`src/rtl/rf_writeback_arbiter_pkg.sv`:
```
`default_nettype none
//------------------------------------------------------------------------------
// Package : rf_writeback_arbiter_pkg
// Shared types for the RF writeback arbiter and its pending-register scoreboard.
// Rev     : 1.0
//------------------------------------------------------------------------------
package rf_writeback_arbiter_pkg;

  localparam int c_REG_W  = 5;
  localparam int c_WORD_W = 32;

  typedef logic [c_REG_W-1:0]  reg_w;
  typedef logic [c_WORD_W-1:0] word_t;

  typedef enum logic [1:0] {
    WB_NONE = 2'd0,
    WB_ALU  = 2'd1,
    WB_LSU  = 2'd2
  } wb_src_t;

  typedef enum logic [0:0] {
    LSU_FIRST = 1'b0,
    ALU_FIRST = 1'b1
  } arb_state_t;

endpackage
`default_nettype wire

```
`src/rtl/rf_writeback_arbiter_scoreboard.sv`:
```
`default_nettype none
//------------------------------------------------------------------------------
// Module  : rf_scoreboard
// Pending-register mask: set on issue, clear on RF commit, sticky protocol error.
// Rev     : 1.0
//------------------------------------------------------------------------------
module rf_scoreboard
  import rf_writeback_arbiter_pkg::*;
#(
  parameter int NREGS = 32
) (
  input  logic             clk,
  input  logic             rst,
  input  logic             set_valid_i,
  input  reg_w             set_rd_i,
  input  logic             clr_valid_i,
  input  reg_w             clr_rd_i,
  output logic [NREGS-1:0] mask_o,
  output logic             err_o
);

  logic [NREGS-1:0] mask_q, mask_d;
  logic             err_q, err_d;
  logic             same_reg_clear;

  always_comb begin
    mask_d         = mask_q;
    err_d          = err_q;
    same_reg_clear = clr_valid_i && (clr_rd_i == set_rd_i);

    if (clr_valid_i) begin
      mask_d[clr_rd_i] = 1'b0;
    end

    // A set racing a clear of the same register is a fresh producer, so set wins.
    if (set_valid_i && (set_rd_i != '0)) begin
      if (mask_q[set_rd_i] && !same_reg_clear) begin
        err_d = 1'b1;
      end else begin
        mask_d[set_rd_i] = 1'b1;
      end
    end

    mask_d[0] = 1'b0;
  end

  always_ff @(posedge clk or posedge rst) begin
    if (rst) begin
      mask_q <= '0;
      err_q  <= 1'b0;
    end else begin
      mask_q <= mask_d;
      err_q  <= err_d;
    end
  end

  assign mask_o = mask_q;
  assign err_o  = err_q;

endmodule
`default_nettype wire

```
`src/rtl/rf_writeback_arbiter.sv`:
```
`default_nettype none
//------------------------------------------------------------------------------
// Module  : rf_writeback_arbiter
// Shares the RF write port between ALU and LSU (LSU priority, ALU starvation cap).
// Rev     : 1.0
//------------------------------------------------------------------------------
module rf_writeback_arbiter
  import rf_writeback_arbiter_pkg::*;
#(
  parameter int STARVE_LIMIT = 4,
  parameter int NREGS        = 32
) (
  input  logic             clk,
  input  logic             rst,
  input  logic             alu_valid_i,
  input  reg_w             alu_rd_i,
  input  word_t            alu_data_i,
  output logic             alu_ready_o,
  input  logic             lsu_valid_i,
  input  reg_w             lsu_rd_i,
  input  word_t            lsu_data_i,
  output logic             lsu_ready_o,
  input  logic             issue_valid_i,
  input  reg_w             issue_rd_i,
  output logic             reg_write_o,
  output reg_w             write_index_o,
  output word_t            write_data_o,
  output logic [NREGS-1:0] pending_mask_o,
  output logic             protocol_err_o
);

  localparam int              CNT_W   = $clog2(STARVE_LIMIT + 1);
  localparam logic [CNT_W-1:0] CNT_MAX = CNT_W'(STARVE_LIMIT);

  arb_state_t       state_q, state_d;
  logic [CNT_W-1:0] cnt_q, cnt_d, cnt_inc;
  wb_src_t          src;
  reg_w             grant_rd;
  word_t            grant_data;
  logic             reg_write_q, reg_write_d;
  reg_w             write_index_q;
  word_t            write_data_q;

  always_comb begin
    src = WB_NONE;
    if (state_q == LSU_FIRST) begin
      if (lsu_valid_i)      src = WB_LSU;
      else if (alu_valid_i) src = WB_ALU;
    end else begin
      if (alu_valid_i)      src = WB_ALU;
      else if (lsu_valid_i) src = WB_LSU;
    end

    alu_ready_o = (src == WB_ALU);
    lsu_ready_o = (src == WB_LSU);
    grant_rd    = (src == WB_LSU) ? lsu_rd_i   : alu_rd_i;
    grant_data  = (src == WB_LSU) ? lsu_data_i : alu_data_i;
    // x0 grants complete the handshake but never reach the register file.
    reg_write_d = (src != WB_NONE) && (grant_rd != '0);

    cnt_inc = (cnt_q == CNT_MAX) ? CNT_MAX : cnt_q + CNT_W'(1);
    state_d = state_q;
    cnt_d   = cnt_q;
    if (state_q == LSU_FIRST) begin
      if ((src == WB_LSU) && alu_valid_i) begin
        cnt_d = cnt_inc;
        if (cnt_inc == CNT_MAX) state_d = ALU_FIRST;
      end else begin
        cnt_d = '0;
      end
    end else if ((src == WB_ALU) || !alu_valid_i) begin
      state_d = LSU_FIRST;
      cnt_d   = '0;
    end
  end

  always_ff @(posedge clk or posedge rst) begin
    if (rst) begin
      state_q       <= LSU_FIRST;
      cnt_q         <= '0;
      reg_write_q   <= 1'b0;
      write_index_q <= '0;
      write_data_q  <= '0;
    end else begin
      state_q     <= state_d;
      cnt_q       <= cnt_d;
      reg_write_q <= reg_write_d;
      if (reg_write_d) begin
        write_index_q <= grant_rd;
        write_data_q  <= grant_data;
      end
    end
  end

  assign reg_write_o   = reg_write_q;
  assign write_index_o = write_index_q;
  assign write_data_o  = write_data_q;

  rf_scoreboard #(
    .NREGS (NREGS)
  ) u_scoreboard (
    .clk         (clk),
    .rst         (rst),
    .set_valid_i (issue_valid_i),
    .set_rd_i    (issue_rd_i),
    .clr_valid_i (reg_write_q),
    .clr_rd_i    (write_index_q),
    .mask_o      (pending_mask_o),
    .err_o       (protocol_err_o)
  );

endmodule
`default_nettype wire

```
`config.mk`:
```
export PLATFORM = sky130hd
export DESIGN_NAME = rf_writeback_arbiter
export DESIGN_NICKNAME = d
export VERILOG_FILES = /design/src/rtl/rf_writeback_arbiter_pkg.sv /design/src/rtl/rf_writeback_arbiter_scoreboard.sv /design/src/rtl/rf_writeback_arbiter.sv
export SDC_FILE = /design/constraint.sdc
export NUM_CORES = 1
export LEC_CHECK = 0
export BUFFER_PORTS_ARGS = -buffer_cell sky130_fd_sc_hd__buf_4
export CAP_MARGIN = 10
export CORE_MARGIN = 2
export CORE_UTILIZATION = 30
export DETAILED_ROUTE_END_ITERATION = 7
export PLACE_DENSITY = 0.58
export SETUP_SLACK_MARGIN = 0.02
export SLEW_MARGIN = 20
export SYNTH_ARGS = -nofsm -noshare
export SYNTH_HDL_FRONTEND = slang
export SYNTH_SLANG_ARGS = --single-unit
```
`constraint.sdc`:
```
create_clock -name clk -period 6.47 [get_ports clk]
set_input_delay 1.294 -clock clk [delete_from_list [all_inputs] [get_ports clk]]
set_output_delay 1.294 -clock clk [all_outputs]
set_load 0.03 [all_outputs]
```
==> impl_metrics.tcl <==
set metrics [dict create \
    clockBufferDepth 2 \
    via_count 3487 \
    core-area_sq_um 12500 \
    htree_levels 3 \
    cts_resized 0 \
    cp-startpoint "alu_valid_i" \
    worst_pin_slew_ns 0.967 \
    p_sw_share_pct 39.9 \
    routedWlPerCell_um 16.4 \
    clkSlewWorstSetupHoldPaths_ns 0.06 \
    final_common_cell "buf_4" \
    hold_viol 0 \
    status "finished clean" \
    intPower_mw 1.19 \
    grt_pass1_vias 3391 \
    r2r_slack_ns 3.88 \
    cts_tree "built" \
    cts_hold_buf 0 \
    die_y_um 116 \
    cts.sinks 74 \
    min_path_cells 1 \
    ys_seq_area_share_pct 48.8 \
    setup_viol 0 \
    cp.arrival_ns 2.37 \
    synth.distinct_cells 42 \
    gr-total-overflow 0 \
    grt_max_degree 75 \
    power_density_nw_per_um2 368 \
    finalCritPeriodShare_pct 56.6 \
    synth_area_sq_um 3800 \
    crit_type "input pin to output pin" \
    cp-endpoint "lsu_ready_o" \
    row_count 41 \
    final_cell_mix "buf_4, dfrtp_1, nor2_1" \
    path_cells "buf_4 > a21boi_4 > buf_4 > buf_4" \
    relSlewSlack_pct 35.5 \
    rr_startpoint "state_q" \
    crit_path_top_delay_cell "buf_4" \
    ys_async_sr_fraction_pct 100 \
    maxCapViolations 0 \
    maxSlewViolCount 0 \
    die_area_sq_um 13600 \
    worst_path_most_repeated_cell "buf_4" \
    ir_drop_v 0.000105 \
    rr_worst_depth 7 \
    port_buffers 155 \
    hpwlAfterDp_um 8200 \
    leakage_nw 2.43 \
    fin_skew_ns 0.00794 \
    drtIter0Drc 196 \
    avgSynthCellArea_sq_um 10.2 \
    finalNetCount 599 \
    worstHoldPathType "flip-flop to flip-flop" \
    worst_setup_path_start_kind "input pin" \
    period_minus_slack_ns 3.66 \
    initial_utilization_pct 30.5 \
    die_w_um 116 \
    cts_buffers 9 \
    ys_ff_latch 74 \
    required_ns 5.18 \
    antenna_found_initial 0 \
    num_io_pins 157 \
    synth_edf_count 0 \
    synth.area.top_cells "dfrtp_1, mux2i_1, a21oi_1, o31ai_1, o21ai_0" \
    synth_area_leader_cell "dfrtp_1" \
    cp_max_fo 40 \
    layout-drive-gt1-share_pct 37.6 \
    setup_tns_ns 0 \
    fmax_ghz 0.273 \
    grtUsageTotal_pct 17.0 \
    first_pass_iters 4 \
    seqPwrFrac_pct 35.6 \
    wirelength_um 11300 \
    p_sw_uw 790 \
    areaGrowthSynthToFinish_pct 41.7 \
    diodes 0 \
    drc_errors 0 \
    grt_setup_unrepaired "no" \
    power_frac_clock_pct 23.7 \
    grt_pass1_wl_um 17700 \
    cts-root-buf "clkbuf_16" \
    synth_top_area_share_pct 48.8 \
    synthCells 374 \
    worst_path_largest_cell_delay_ns 0.51 \
    synth_nets 460 \
    crit_path_end_kind "output pin" \
    routabilityCongestion 0.819 \
    clk_latency_ns 0.33 \
    cts_setup_buffers 0 \
    yosysWarningCount 0 \
    combPwrFrac_pct 40.7 \
    ant_nets 0 \
    whs_ns 0.474 \
    synthFlopType "dfrtp_1" \
    reg2reg_to "write_data_o[27]" \
    drt-vias-per-instance 5.05 \
]
[synthesized netlist by cell type, types with 2 or more instances]
library cell	count
a21oi_1	40
buf_1	7
nand3_1	5
mux2i_1	43
a32o_1	2
nand3b_1	8
ha_1	2
mux4_2	4
o22ai_1	3
nand2b_1	4
nor2_1	44
o31ai_1	23
or3b_2	3
inv_1	8
clkbuf_1	15
xor2_1	4
or3_1	2
o21ai_0	34
o41ai_1	5
buf_2	5
buf_6	2
dfrtp_1	74
nand2_1	8
nor4_1	3
nor2b_1	2
o41ai_2	3
or2_2	6
[sequential cells by signal, indices dropped and copies added (netlist names)]
signal	count
write_data_o	32
u_scoreboard.mask_o	31
reg_write_o	1
write_index_o	5
cnt_q	3
u_scoreboard.err_o	1
state_q	1
[layout make-up]
cell class	instances	area, sq um
Fill cell	1232	7090
Sequential cell	74	1850
Multi-Input combinational cell	262	1810
Timing Repair Buffer	158	1190
Clock buffer	12	256
Tap cell	172	215
Inverter	8	30.0
Clock inverter	4	26.3
[worst min-delay path by stage]
stage	to	from	slack, ns
2_1_floorplan	cnt_q[1]	state_q	0.53
3_3_place_gp	u_scoreboard.err_o	u_scoreboard.err_o	0.46
3_5_place_dp	u_scoreboard.err_o	u_scoreboard.err_o	0.46
4_1_cts	u_scoreboard.err_o	u_scoreboard.err_o	0.47
5_1_grt	u_scoreboard.err_o	u_scoreboard.err_o	0.48
6_report	u_scoreboard.err_o	u_scoreboard.err_o	0.47
[metrics by stage]
stage	power, mW	std cells	utilization, %	worst slack, ns	instance area [sq um]
2_1_floorplan	1.18	374	-	2.69	3800
3_3_place_gp	1.51	674	40.9	2.83	5100
5_1_grt	2.09	690	43.2	2.76	5380
6_report	1.98	690	43.2	2.81	5380
4_1_cts	2.00	690	43.2	2.80	5380
3_5_place_dp	1.52	674	40.9	2.80	5100
[kinds of logic (layout without fill, tap and decap cells)]
kind of cell	count (synthesis)	count (layout)	synth area share, %
AOI/OAI and AO/OA	115	115	18.8
and+or+nand+nor	91	91	12.1
DFF	74	74	48.8
muxes	48	48	14.0
buffers and inverters	38	182	4.42
xor gates and xnor gates	5	5	1.15
adders and majority gates	2	2	0.659
other	1	1	0.0988
[power groups by stage]
stage	Combinational [mW]	Sequential, mW	Clock (mW)
after global placement	0.799	0.708	0
after floorplan	0.255	0.925	0
final	0.806	0.704	0.468
after CTS	0.812	0.703	0.483
after global routing	0.865	0.722	0.507
after detailed placement	0.809	0.710	0
[worst max-delay path, delay by kind of cell]
kind	cells	cell delay [ns]
AOI/OAI and AO/OA	1	0.13
buffers and inverters	3	0.91
[layer usage]
layer,share of wire [%],wire (um),global-route usage (%),vias to the layer above
met5,0,0,0,-
met4,0.96,109,5.71,0
met3,11,1200,5.97,11
met2,45,5110,26.4,180
met1,43,4890,22.3,1658
li1,-,-,-,1638
No activity file was read; power rests on OpenSTA's default activity.
